## src/rtl/cluster_shared_port_arb_pkg.sv

```systemverilog
// Cluster core data port protocol types shared by the arbiter and its sub-modules.
package cluster_shared_port_arb_pkg;

    localparam int unsigned AddrW = 32;
    localparam int unsigned DataW = 32;
    localparam int unsigned BeW   = DataW / 8;

    typedef struct packed {
        logic             req;
        logic [AddrW-1:0] add;
        logic             we;
        logic [DataW-1:0] data;
        logic [BeW-1:0]   be;
    } core_data_req_t;

    typedef struct packed {
        logic             gnt;
        logic [DataW-1:0] r_data;
        logic             r_valid;
    } core_data_rsp_t;

endpackage

```

## src/rtl/cluster_shared_port_arb_id_fifo.sv

```systemverilog
// In-order FIFO of requester indices for granted requests awaiting their response.
module cluster_shared_port_id_fifo #(
    parameter int unsigned Depth = 2,
    parameter int unsigned Width = 2
) (
    input  logic             clk_i,
    input  logic             rst_ni,
    input  logic             push_i,
    input  logic [Width-1:0] data_i,
    input  logic             pop_i,
    output logic [Width-1:0] data_o,
    output logic             full_o,
    output logic             empty_o
);

    localparam int unsigned PtrW = (Depth > 1) ? $clog2(Depth) : 1;
    localparam int unsigned CntW = $clog2(Depth + 1);

    logic [Width-1:0] mem_q [Depth];
    logic [Width-1:0] mem_d [Depth];
    logic [PtrW-1:0]  wr_ptr_q, wr_ptr_d;
    logic [PtrW-1:0]  rd_ptr_q, rd_ptr_d;
    logic [CntW-1:0]  cnt_q, cnt_d;

    function automatic logic [PtrW-1:0] ptr_inc(input logic [PtrW-1:0] p);
        return (p == PtrW'(Depth - 1)) ? '0 : p + PtrW'(1);
    endfunction

    // Caller guarantees no push when full and no pop when empty.
    always_comb begin
        mem_d    = mem_q;
        wr_ptr_d = wr_ptr_q;
        rd_ptr_d = rd_ptr_q;
        cnt_d    = cnt_q;
        if (push_i) begin
            mem_d[wr_ptr_q] = data_i;
            wr_ptr_d        = ptr_inc(wr_ptr_q);
        end
        if (pop_i) begin
            rd_ptr_d = ptr_inc(rd_ptr_q);
        end
        case ({push_i, pop_i})
            2'b10:   cnt_d = cnt_q + CntW'(1);
            2'b01:   cnt_d = cnt_q - CntW'(1);
            default: cnt_d = cnt_q;
        endcase
    end

    always_ff @(posedge clk_i or negedge rst_ni) begin
        if (!rst_ni) begin
            for (int i = 0; i < int'(Depth); i++) mem_q[i] <= '0;
            wr_ptr_q <= '0;
            rd_ptr_q <= '0;
            cnt_q    <= '0;
        end else begin
            mem_q    <= mem_d;
            wr_ptr_q <= wr_ptr_d;
            rd_ptr_q <= rd_ptr_d;
            cnt_q    <= cnt_d;
        end
    end

    assign data_o  = mem_q[rd_ptr_q];
    assign full_o  = (cnt_q == CntW'(Depth));
    assign empty_o = (cnt_q == '0);

endmodule

```

## src/rtl/cluster_shared_port_arb.sv

```systemverilog
// Round-robin arbiter sharing one cluster memory port among NumReq core data requesters,
// routing in-order responses back through a FIFO of winner indices.
module cluster_shared_port_arb
    import cluster_shared_port_arb_pkg::*;
#(
    parameter int unsigned NumReq         = 4,
    parameter int unsigned MaxOutstanding = 2
) (
    input  logic                        clk_i,
    input  logic                        rst_ni,
    input  core_data_req_t [NumReq-1:0] req_i,
    output core_data_rsp_t [NumReq-1:0] rsp_o,
    output core_data_req_t              mem_req_o,
    input  core_data_rsp_t              mem_rsp_i,
    output logic                        err_o
);

    localparam int unsigned IdxW = $clog2(NumReq);

    logic [IdxW-1:0] rr_q, rr_d;
    logic            err_q, err_d;
    logic [IdxW-1:0] win_idx;
    logic [IdxW-1:0] head_idx;
    logic            any_req;
    logic            fifo_full, fifo_empty;
    logic            hs, pop;
    int unsigned     cand;

    always_comb begin
        any_req = 1'b0;
        win_idx = '0;
        cand    = 0;
        for (int unsigned k = 0; k < NumReq; k++) begin
            cand = 32'(rr_q) + k;
            if (cand >= NumReq) cand = cand - NumReq;
            if (!any_req && req_i[IdxW'(cand)].req) begin
                any_req = 1'b1;
                win_idx = IdxW'(cand);
            end
        end
    end

    // Full is judged on the registered occupancy only, keeping r_valid off the req path.
    always_comb begin
        mem_req_o = '0;
        if (any_req) mem_req_o = req_i[win_idx];
        mem_req_o.req = any_req & ~fifo_full;
    end

    assign hs  = mem_req_o.req & mem_rsp_i.gnt;
    assign pop = mem_rsp_i.r_valid & ~fifo_empty;

    always_comb begin
        rr_d = rr_q;
        if (hs) rr_d = (win_idx == IdxW'(NumReq - 1)) ? '0 : win_idx + IdxW'(1);
        err_d = err_q | (mem_rsp_i.r_valid & fifo_empty);
    end

    always_comb begin
        rsp_o = '0;
        if (rst_ni) begin
            if (hs) rsp_o[win_idx].gnt = 1'b1;
            if (pop) begin
                rsp_o[head_idx].r_valid = 1'b1;
                rsp_o[head_idx].r_data  = mem_rsp_i.r_data;
            end
        end
    end

    cluster_shared_port_id_fifo #(
        .Depth (MaxOutstanding),
        .Width (IdxW)
    ) u_id_fifo (
        .clk_i   (clk_i),
        .rst_ni  (rst_ni),
        .push_i  (hs),
        .data_i  (win_idx),
        .pop_i   (pop),
        .data_o  (head_idx),
        .full_o  (fifo_full),
        .empty_o (fifo_empty)
    );

    always_ff @(posedge clk_i or negedge rst_ni) begin
        if (!rst_ni) begin
            rr_q  <= '0;
            err_q <= 1'b0;
        end else begin
            rr_q  <= rr_d;
            err_q <= err_d;
        end
    end

    assign err_o = err_q;

endmodule

```

## config.mk

```make
export PLATFORM = sky130hd
export DESIGN_NAME = cluster_shared_port_arb
export DESIGN_NICKNAME = d
export VERILOG_FILES = /design/src/rtl/cluster_shared_port_arb_pkg.sv /design/src/rtl/cluster_shared_port_arb_id_fifo.sv /design/src/rtl/cluster_shared_port_arb.sv
export SDC_FILE = /design/constraint.sdc
export NUM_CORES = 1
export LEC_CHECK = 0
export BUFFER_PORTS_ARGS = -buffer_cell sky130_fd_sc_hd__buf_4
export CORE_AREA = 2 2 206 208
export DETAILED_ROUTE_END_ITERATION = 10
export DIE_AREA = 0 0 208 210
export PLACE_DENSITY = 0.3
export SETUP_SLACK_MARGIN = 0.2
export SLEW_MARGIN = 20
export SYNTH_ARGS = -nofsm -noshare
export SYNTH_HDL_FRONTEND = slang
export SYNTH_SLANG_ARGS = --single-unit
```

## constraint.sdc

```tcl
create_clock -name clk_i -period 2.2 [get_ports clk_i]
set_input_delay 0.22 -clock clk_i [delete_from_list [all_inputs] [get_ports clk_i]]
set_output_delay 0.22 -clock clk_i [all_outputs]
set_load 0.005 [all_outputs]
```

# Word-level counts from Yosys, hierarchy flattened
# Index checks and enable logic that the tools add are counted.
dict set report classes {
  add_sub_neg 12
  magnitude_cmp 15
  n_eq_ne 4
  mux 45
  bitwise_logic 9
  reduce_logical 11
}
# cell n
set ops {}
lappend ops {{$bmux W70 S2} 5}
lappend ops {{$mux W136} 4}
lappend ops {{$mux W70} 4}
lappend ops {{$bwmux W136} 2}
lappend ops {{$demux W34 S2} 3}
lappend ops {{$mux W69} 2}
lappend ops {{$mux W34} 1}
lappend ops {{$mux W33} 1}
lappend ops {{$mux W2} 13}
lappend ops {{$lt A2 B3 Y1 const B} 6}
lappend ops {{$sub A2 B1 Y2 const B} 5}
lappend ops {{$ge A3 B3 Y1 const B} 3}
lappend ops {{$mux W1} 7}
lappend ops {{$add A2 B2 Y3 const B} 2}
lappend ops {{$eq A2 B2 Y1 const B} 3}
lappend ops {{$logic_and A1 B1 Y1} 6}
lappend ops {{$add A2 B1 Y2 const B} 2}
lappend ops {{$and A1 B1 Y1} 4}
lappend ops {{$bwmux W4} 1}
lappend ops {{$ge A2 B1 Y1 const B} 2}
lappend ops {{$ge A2 B2 Y1 const B} 2}
lappend ops {{$not A1 Y2} 2}
lappend ops {{$pmux W2 S2} 1}
lappend ops {{$add A2 B1 Y3 const B} 1}
lappend ops {{10 further kinds} 14}
dict set report totals {
  ff_bits 11
  inputBits 316
  out_inout_bits 207
  elab_cells 103
}

# Longest topological paths before layout
dict set report depth {
  word_depth 24
  depth_mapped 10
  depth_no_buf 8
}

# Hierarchy
# A second synthesis with hierarchy kept.
dict set report hier_totals {
  hier_cells 448
  area_unflattened_um2 3712.3
}
# module instances cells_each area_per_inst_um2 seq_area_each_um2
set by_module_without_submodules {}
lappend by_module_without_submodules {cluster_shared_port_arb 1 422 3358.2 75.1}
lappend by_module_without_submodules {cluster_shared_port_id_fifo 1 26 354.1 200.2}

# Worst setup path after synthesis
# Ideal clock, no wire load.
dict set report synth_path {
  path_type {register to output}
  start {reg rr_q[0]}
  end {out rsp_o[135] (netlist bit)}
  arrival_time_ns 1.593
  required_time_ns 1.980
  setup_slack_ns 0.387
  path_stages_with_launch 10
  n_path_buf 3
  cell_sequence {dfrtp_1 -> nor2b_1 -> nor3b_2 -> o22ai_2 -> buf_6 -> buf_12 -> buf_8 -> inv_2 -> ha_1 -> and3_1}
}
# item line
set synth_lines {}
lappend synth_lines {{start, declared} cluster_shared_port_arb.sv:20} ;# logic [IdxW-1:0] rr_q, rr_d;
lappend synth_lines {{start signal, assigned} cluster_shared_port_arb.sv:89} ;# rr_q <= rr_d;
lappend synth_lines {{end, declared} cluster_shared_port_arb.sv:12} ;# output core_data_rsp_t [NumReq-1:0] rsp_o,

==> impl_metrics.env <==
export IMPL_fin_setup_tns_ns=-0.7395
export IMPL_dp_hpwl_um=24850
export IMPL_viasPerCell=3.717
export IMPL_fin_nets=1322
export IMPL_path_clk_slew_ns=0.04
export IMPL_final_setup_viol_count=31
export IMPL_rsz0062_at_grt="true"
export IMPL_timing_worst_slew_pin_value_ns=0.3519
export IMPL_worst_setup_sp_type="flip-flop"
export IMPL_floorplan_io_pins=523
export IMPL_power_density_nw_per_um2=807.8
export IMPL_routabilityCongestion=0.7839
export IMPL_critPathArrivalTime_ns=2.04
export IMPL_synth_enable_flop_cells=0
export IMPL_initial_antenna_violation_count=4
export IMPL_clk_root_buffer_cell="sky130_fd_sc_hd__clkbuf_16"
export IMPL_violations="negative setup slack"
export IMPL_tritoncts_clock_tree="done"
export IMPL_critical_path_top_delay_family="buffers and inverters"
export IMPL_crit_reg2reg_launch="rr_q[0]$_DFFE_PN0N_"
export IMPL_die_height_um=210
export IMPL_grt_pass1_vias=5979
export IMPL_synthArstFlopShare=1.000
export IMPL_period_needed_ns=2.261
export IMPL_status="finished, violations left"
export IMPL_synth_flop_cell="sky130_fd_sc_hd__dfrtp_1"
export IMPL_core_area_um2=41480
export IMPL_clock_sink_count=11
export IMPL_ant_nets=0
export IMPL_syn_area_um2=3664
export IMPL_post_synth_cell_area_avg_um2=8.034
export IMPL_yosysWarnings=0
export IMPL_final_instance_count_excl_fill=1545
export IMPL_rows=75
export IMPL_syn_instance_count=456
export IMPL_whs_ns=0.1946
export IMPL_maximum_clock_rate_mhz=442.2
export IMPL_remaining_drc_errors=0
export IMPL_route_vias_total=5743
export IMPL_critPathSlowestCell="sky130_fd_sc_hd__dfrtp_1"
export IMPL_numCtsBuffers=3
export IMPL_worst_setup_path_type="flip-flop to output port"
export IMPL_leakagePower_uw=0.004908
export IMPL_grt_max_degree=34
export IMPL_detail_route_wl_per_cell_um=20.00
export IMPL_skew_ns=0.002727
export IMPL_layout_commonest_cell="sky130_fd_sc_hd__buf_4"
export IMPL_placed_cells_incl_taps=1505
export IMPL_max_slew_margin_rel=0.7654
export IMPL_layout_worst_path_cycle_share=1.028
export IMPL_track_usage=0.1285
export IMPL_area_growth_syn_to_fin_pct=152.2
export IMPL_overall_die_area_um2=43680
export IMPL_grt_overflow_total=0
export IMPL_max_cap_violations=0
export IMPL_slew_viol_final=0
export IMPL_critPathCaptureType="output port"
export IMPL_global_route_wire_length_before_repair_um=41640
export IMPL_path_cells="nor2b_2 > nor3b_2 > o22ai_4 > buf_6 > buf_12 > buf_12 > mux2i_4 > o22ai_1 > buf_4"
export IMPL_cp_slowest_stage_delay_ns=0.41
export IMPL_postSynthNetCount=774
export IMPL_peakVddDrop_mv=0.4877
export IMPL_first_pass_iters=4
export IMPL_path_max_fanout=12
export IMPL_timing_hold_worst_start="mem_rsp_i[0]"
export IMPL_setup_worst_path_start="rr_q[0]$_DFFE_PN0N_"
export IMPL_cts_path_max_buffers=2
export IMPL_drive_gt1_frac=0.6441
export IMPL_drt_iter0_drc=163
export IMPL_crit_path_frequent_cell="sky130_fd_sc_hd__buf_12"
export IMPL_ctsHtreeMaxLevel=1
export IMPL_cp_num_buf_inv=4
export IMPL_synth_seq_area_share=0.07514
export IMPL_hold_viol_final=0
export IMPL_final_fill_count=4661
export IMPL_ys_seq_elements=11
export IMPL_classification_of_the_worst_slack_hold_path="input pin to flip-flop"
export IMPL_required_time_at_the_endpoint_of_the_critical_path_ns=1.98
export IMPL_die_width_um=208
export IMPL_clkLatencyLatePin_ns=0.24
export IMPL_finalWirelength_um=30910
export IMPL_layout_setup_ws_ns=-0.06129
export IMPL_initial_utilization=0.08833
export IMPL_buffer_ports_inserted=522
export IMPL_most_common_layout_cells="sky130_fd_sc_hd__buf_4 (543), sky130_fd_sc_hd__and2_1 (121), sky130_fd_sc_hd__mux2i_1 (121)"
export IMPL_post_synth_num_cell_types=39
[where the power goes]
part | leakage, µW | switching, µW | internal [µW]
registers | 0.000125 | 138 | 305
clock network | 0.0000382 | 91.4 | 244
logic | 0.00474 | 2870 | 3820
[cells in the mapped netlist, types with 2 or more instances]
master,instances,area [µm²]
sky130_fd_sc_hd__dfrtp_1,11,275.3
sky130_fd_sc_hd__clkbuf_4,6,45.04
sky130_fd_sc_hd__and2_1,129,807.0
sky130_fd_sc_hd__xnor2_1,3,26.28
sky130_fd_sc_hd__o31ai_2,2,25.02
sky130_fd_sc_hd__nor2b_2,2,17.52
sky130_fd_sc_hd__buf_8,2,30.03
sky130_fd_sc_hd__a21oi_1,2,10.01
sky130_fd_sc_hd__o21ai_0,2,10.01
sky130_fd_sc_hd__a21o_1,3,22.52
sky130_fd_sc_hd__mux2i_1,139,1391
sky130_fd_sc_hd__nor2b_1,4,25.02
sky130_fd_sc_hd__ha_1,2,25.02
sky130_fd_sc_hd__buf_2,5,25.02
sky130_fd_sc_hd__inv_1,3,11.26
sky130_fd_sc_hd__nor3_1,4,20.02
sky130_fd_sc_hd__buf_12,7,140.1
sky130_fd_sc_hd__clkbuf_1,22,82.58
sky130_fd_sc_hd__o22ai_1,69,431.7
sky130_fd_sc_hd__xor2_1,2,17.52
sky130_fd_sc_hd__o21ai_1,2,10.01
sky130_fd_sc_hd__inv_2,3,11.26
sky130_fd_sc_hd__o22ai_2,2,25.02
sky130_fd_sc_hd__nor2_1,8,30.03
sky130_fd_sc_hd__nand2_1,8,30.03
[metal layers]
metal,part of all wire,track usage,wire (µm),vias up
met5,0.00042,0,13,-
met4,0.011,0.01761,331,2
met1,0.35,0.1323,10930,2637
li1,-,-,-,2764
met2,0.56,0.2588,17240,326
met3,0.077,0.03740,2392,14
[cells by family (layout without fill, tap and decap cells)]
family                     after synthesis  count (layout)  share of synthesized area
buffers and inverters                   49             596                    0.09733
adders and majority gates                2               2                   0.006830
and+or+nand+nor                        162             162                     0.2684
DFF                                     11              11                    0.07514
xor gates and xnor gates                 5               5                    0.01196
AOI/OAI and AO/OA                       87              87                     0.1574
other                                    0               3                          0
muxes                                  140             140                     0.3829
[registers in the layout (all words and copies together), names as in the netlist]
signal / cells
err_o: 1
rr_q: 2
u_id_fifo.cnt_q: 2
u_id_fifo.mem_q: 4
u_id_fifo.rd_ptr_q: 1
u_id_fifo.wr_ptr_q: 1
[through the flow]
step	power, µW	utilization	worst slack, ns	cell area, µm²
after floorplan	3309	-	0.3873	3664
after global placement	5971	0.2004	0.04578	8310
after detailed placement	5877	0.2004	0.04115	8310
after CTS	7165	0.2153	-0.06097	8930
after global routing	8013	0.2228	-0.1693	9240
final	7465	0.2228	-0.06129	9240
[timing repair]
item,in CTS,in global routing
pin swaps,9,5
hold buffers,1,0
buffers inserted,17,4
endpoints found under the setup margin,201,184
cloned,4,7
hold endpoints to repair,11,0
resized for setup,61,24
[cell type report]
class                      count  area, µm²  share of cell area
clock buffer                   4      78.83            0.008531
multi-input combinational    396       3266              0.3534
timing repair buffer         586       4908              0.5312
sequential                    11      280.3             0.03033
inverter                       6      25.02            0.002708
antenna                        3      7.507           0.0008125
tap                          539      674.4             0.07299
[worst register-to-register path, delay by kind of cell, from the launching register on]
| kind | cells | cell delay [ns] |
|---|---|---|
| simple gates | 2 | 0.23 |
| buf+inv | 3 | 0.41 |
| compound gates | 2 | 0.35 |
| flops | 1 | 0.41 |
| fa+ha+maj | 1 | 0.16 |
[worst paths after layout]
path | end | slack, ns | cells past startpoint
hold / removal | err_o$_DFF_PN0_ | 0.19 | 2
hold reg to reg | err_o$_DFF_PN0_ | 0.46 | 1
setup / recovery | mem_req_o[32] | -0.06 | 9
setup reg to reg | rr_q[0]$_DFFE_PN0N_ | 0.54 | 8
min in group asynchronous | err_o$_DFF_PN0_ | 0.50 | 3
max in group asynchronous | u_id_fifo.rd_ptr_q$_DFFE_PN0P_ | 1.53 | 3
No activity file was read; power rests on OpenSTA's default activity.
